--- src/rtl/timer_ctrl.sv ---
// timer_ctrl: prescaled one-shot/periodic timer control stage that drives an
// external up/down counter (clr/en/load/down/dat) and watches its value and
// overflow flag to produce a terminal-count irq and a sticky error flag.
module timer_ctrl #(
  parameter int DATA_WIDTH = 16,
  parameter int PSCR_WIDTH = 8
) (
  input  logic                  clk_i,
  input  logic                  rst_i,
  input  logic                  start_i,
  input  logic                  stop_i,
  input  logic                  mode_i,
  input  logic                  dir_i,
  input  logic [DATA_WIDTH-1:0] reload_i,
  input  logic [PSCR_WIDTH-1:0] pscr_i,
  input  logic [DATA_WIDTH-1:0] cnt_dat_i,
  input  logic                  cnt_ovf_i,
  output logic                  cnt_clr_o,
  output logic                  cnt_en_o,
  output logic                  cnt_load_o,
  output logic                  cnt_down_o,
  output logic [DATA_WIDTH-1:0] cnt_dat_o,
  output logic                  busy_o,
  output logic                  irq_o,
  output logic                  err_o
);

  typedef enum logic [1:0] {
    IDLE,
    LOAD,
    RUN
  } state_t;

  state_t                  state;
  logic                    mode_q;
  logic                    dir_q;
  logic [DATA_WIDTH-1:0]   reload_q;
  logic [PSCR_WIDTH-1:0]   pscr_q;
  logic [PSCR_WIDTH-1:0]   psc_q;
  logic                    irq_q;
  logic                    err_q;

  logic                    tick;
  logic                    term;
  logic [DATA_WIDTH-1:0]   load_val;
  logic [DATA_WIDTH-1:0]   term_val;

  // Direction selects the load value and the terminal value; prescaler tick
  // and terminal detection only exist while running.
  always_comb begin
    load_val = dir_q ? reload_q : '0;
    term_val = dir_q ? '0 : reload_q;
    tick     = (state == RUN) && (psc_q == pscr_q);
    term     = tick && (cnt_dat_i == term_val);
  end

  // Counter command decode. stop_i clears in the same cycle; any start_i or
  // stop_i suppresses en/load so clr/en/load can never overlap.
  always_comb begin
    cnt_clr_o  = stop_i;
    cnt_en_o   = 1'b0;
    cnt_load_o = 1'b0;
    if (!stop_i && !start_i) begin
      case (state)
        LOAD: cnt_load_o = 1'b1;
        RUN: begin
          if (term && mode_q) begin
            cnt_load_o = 1'b1;
          end else if (tick && !term) begin
            cnt_en_o = 1'b1;
          end
        end
        default: ;
      endcase
    end
  end

  assign cnt_dat_o  = load_val;
  assign cnt_down_o = dir_q;
  assign busy_o     = (state != IDLE);
  assign irq_o      = irq_q;
  assign err_o      = err_q;

  // Timer FSM with prescaler, shadow config, irq pulse and sticky error.
  // A start_i that coincides with stop_i is ignored entirely (no config
  // sample, no error clear).
  always_ff @(posedge clk_i) begin
    if (rst_i) begin
      state    <= IDLE;
      psc_q    <= '0;
      mode_q   <= 1'b0;
      dir_q    <= 1'b0;
      reload_q <= '0;
      pscr_q   <= '0;
      irq_q    <= 1'b0;
      err_q    <= 1'b0;
    end else begin
      irq_q <= 1'b0;
      if ((state == RUN) && cnt_ovf_i) begin
        err_q <= 1'b1;
      end
      if (stop_i) begin
        state <= IDLE;
        psc_q <= '0;
      end else if (start_i) begin
        state    <= LOAD;
        psc_q    <= '0;
        mode_q   <= mode_i;
        dir_q    <= dir_i;
        reload_q <= reload_i;
        pscr_q   <= pscr_i;
        err_q    <= 1'b0;
      end else begin
        case (state)
          IDLE: psc_q <= '0;
          LOAD: begin
            psc_q <= '0;
            state <= RUN;
          end
          RUN: begin
            if (term) begin
              irq_q <= 1'b1;
              psc_q <= '0;
              if (!mode_q) begin
                state <= IDLE;
              end
            end else if (tick) begin
              psc_q <= '0;
            end else begin
              psc_q <= psc_q + 1'b1;
            end
          end
          default: begin
            state <= IDLE;
            psc_q <= '0;
          end
        endcase
      end
    end
  end

endmodule

--- config.mk ---
export PLATFORM = sky130hd
export DESIGN_NAME = timer_ctrl
export DESIGN_NICKNAME = d
export VERILOG_FILES = /design/src/rtl/timer_ctrl.sv
export SDC_FILE = /design/constraint.sdc
export NUM_CORES = 1
export LEC_CHECK = 0
export BUFFER_PORTS_ARGS = -buffer_cell sky130_fd_sc_hd__buf_4
export CAP_MARGIN = 10
export CORE_MARGIN = 8
export CORE_UTILIZATION = 30
export CTS_CLUSTER_DIAMETER = 50
export CTS_CLUSTER_SIZE = 28
export DETAILED_ROUTE_END_ITERATION = 7
export GPL_TIMING_DRIVEN = 0
export SYNTH_ARGS = -nofsm -noshare
export SYNTH_HDL_FRONTEND = slang
export SYNTH_SLANG_ARGS = --single-unit
--- constraint.sdc ---
create_clock -name clk_i -period 2.3 [get_ports clk_i]
set_clock_uncertainty 0.05 [all_clocks]
set_input_delay 0.115 -clock clk_i [delete_from_list [all_inputs] [get_ports clk_i]]
set_output_delay 0.115 -clock clk_i [all_outputs]
set_load 0.1 [all_outputs]
==> results.md <==
* Post-DR wirelength/cell at ~14 µm
* Overflow after GRT at 0
* Worst vdd ir at around 0.24 mV
* Setup_tns at -0.1009 ns
* Most frequent cell after synthesis: nand2_1
* CP startpoint kind: flop
* Initial antenna violation count at 0
* Iteration-0 DRC Markers at 62
* Sequential area share after synthesis at between 30% and 40%
* Largest net degree at the start of global routing at 13
* Die Area at around 10000 µm²
* ANT cells at 0
* Number of global-route vias before repair at about 2100
* Global-route wire length before repair at between 10000 and 15000 µm
* Critical path type: flop to primary output
* Hold Path Class: primary input to flop
* Routed vias/inst at ~4.7
* #FFs+latches synth at 38
* Synth async-reset ratio at 0%
* Overall routed net length at 6220 µm
* Core area at just over 7000 µm²
* Final Hold Viols at 0
* Layout area overhead at 40.52%
* Post-synthesis net count at between 300 and 400
* Dpl cell area at around 2800 µm²
* DR pass1 iterations at 4
* WP data required at about 2.1 ns
* Post-synth top area cell: dfxtp_1
* Final Setup Violations at 1
* Rows at 31
* Total GRT Usage at around an eighth
* Failing checks: setup timing
* LEAKAGE at about 1.2 nW
* Antenna viol nets, final at 0
* Arrival time at the worst endpoint at about 2.2 ns
* Pre-CTS WS at about 0.013 ns
* Max clock buf depth at 2
* Power per cell area at roughly 500 nW/µm²
* Crit path max fanout at 10
* CTS tree: yes
* Setup slack after layout at -0.1009 ns
* Share of layout cells above drive strength 1 at a little over a quarter
* DR vias at around 2100
* Syn avg cell area at approximately 8 µm²
* Drc violations at 0
* RSZ-0062 raised after global routing: true
* Worst path cell trace: buf_12 > nor4b_2 > nand2_1 > a32oi_2 > and4_4 > a31oi_4 > nor4b_4 > buf_6
* Final Net Count at approximately 400
* Mapped Area at about 2100 µm²
* Commonest cells post-synth: nand2_1, dfxtp_1, a21oi_1
* Main synth FF type: dfxtp_1
* Slowest-stage cell, CP: dfxtp_4
* Post-synth EDFFs at 0
* Total CTS buffers at 5
* Post-layout min period at 2.401 ns
* Worst-Skew Late Latency at between 0.2 and 0.3 ns
* Synth unique cells at 35
* Worst-Margin Slew at between 0.5 and 0.6 ns
* Period utilization at 104.4%
* Final Cell Area at 3015 µm²
* Htree depth at 2
* Top-area cell type share of the netlist area at 35.45%
* Syn. warnings at 0
* Max-cap check violation count at 0
* Die X at 100.6 µm
* Crit path max-delay family: simple AND/OR/NAND/NOR gates
* Clock root cell: clkbuf_8
* Initial Utilization at between 30% and 40%
* Die Y-Extent at between 100 and 150 µm
* Max stage delay on crit path at about 0.38 ns
* IO Pins at 70
* GPL Wtd Cong at around 0.78
* DP HPWL at about 4900 µm
* CP Capture Type: primary output
* Synth area leaders: dfxtp_1, nand2_1, a21oi_1, xnor2_1, and2_1
* Slew Limit Fails at 0
* Fmax at ~0.42 GHz
* Filler cell count at between 700 and 800
* Clk slew on worst S/H paths at 0.08 ns
* CTS sink count at 38
* Post-Syn Instances at around 270
* Slew margin rel. at approximately two thirds
* I/O Buffers at between 60 and 70
* Buf/Inv on CP at 2
* Status: finished, violations left
## sequential cells by signal (all words and copies together), names as in the netlist
signal,cells
reload_q,16
irq_o,1
err_o,1
mode_q,1
psc_q,8
cnt_down_o,1
pscr_q,8
state,2
## worst reg2reg max path: cells and delay by family, from the launching register on
| family | cells | cell delay (ns) |
|---|---|---|
| flops | 1 | 0.38 |
| compound gates | 2 | 0.32 |
| buf+inv | 2 | 0.29 |
| simple gates | 4 | 0.79 |
## path summary, 6_finish.rpt
check / startpoint / to / slack, ns / cells after the start
max: cnt_down_o / cnt_load_o / -0.10 / 8
min: reload_i[5] / reload_q[5] / 0.01 / 3
max reg2reg: cnt_down_o / state[1] / 0.35 / 8
min reg2reg: pscr_q[0] / pscr_q[0] / 0.42 / 2
## cells by family after synthesis
kind of cell,Yosys count,synth area share (%)
buffers and inverters,18,4.314
AND/OR/NAND/NOR,137,35.57
XOR/XNOR,22,8.980
flip-flops,38,35.45
adder cells (fa/ha/maj),4,2.332
AO/OA/AOI/OAI,49,13.35
## where the power goes
group	switching, W	leakage [nW]	internal, W
sequential	0.0000269	0.310	0.000679
clock	0.000250	0.0496	0.000280
combinational	0.000142	0.811	0.000123
total	0.000420	1.17	0.00108
## through the flow
stage                     power (W)  hold WS [ns]  cells  utilization [%]
final                      0.001501       0.01103    447            42.48
after global routing       0.001568      0.003945    447            42.48
after CTS                  0.001515      0.003778    447            42.09
after detailed placement  0.0009774        0.3145    436            39.82
after global placement    0.0009721        0.3098    436            39.82
after floorplan           0.0008610        0.1796    268                -
## area by class of cell
cell class	count	area, µm²	share of cell area, %
flip-flops and latches	38	764.5	25.35
repair buffers	72	555.5	18.42
multi-input cells	212	1369	45.39
clock buffers	7	97.59	3.237
well taps	99	123.9	4.108
plain buffers	14	82.58	2.739
clock inverters	1	7.507	0.2490
inverters	4	15.01	0.4979
## metal layers
metal  GRT usage (%)  routed length [µm]  vias up
li1                -                   -     1080
met1           14.91                2782      972
met2           21.13                2986       43
met3           3.798                 328        7
met4           4.767                 123        0
met5               0                   0        -
## placed cells by master (no fill, tap or decap), types with 7 or more instances in the layout
cell and count:
a21oi_1 28, and2_1 17, nand3_1 7, clkbuf_1 10
nor2_1 23, xor2_1 8, buf_4 69, nand2_1 57
dfxtp_1 37, xnor2_1 14, nand4b_1 10
## repair_timing
action | in CTS | in global routing
pin swaps | 6 | 2
hold buffers | 1 | 0
cloned | 1 | 0
gates resized for setup | 6 | 4
hold endpoints to repair | 1 | 0
endpoints found under the setup margin | 1 | 2
buffers inserted | 1 | 0
No activity file was read; power rests on OpenSTA's default activity.
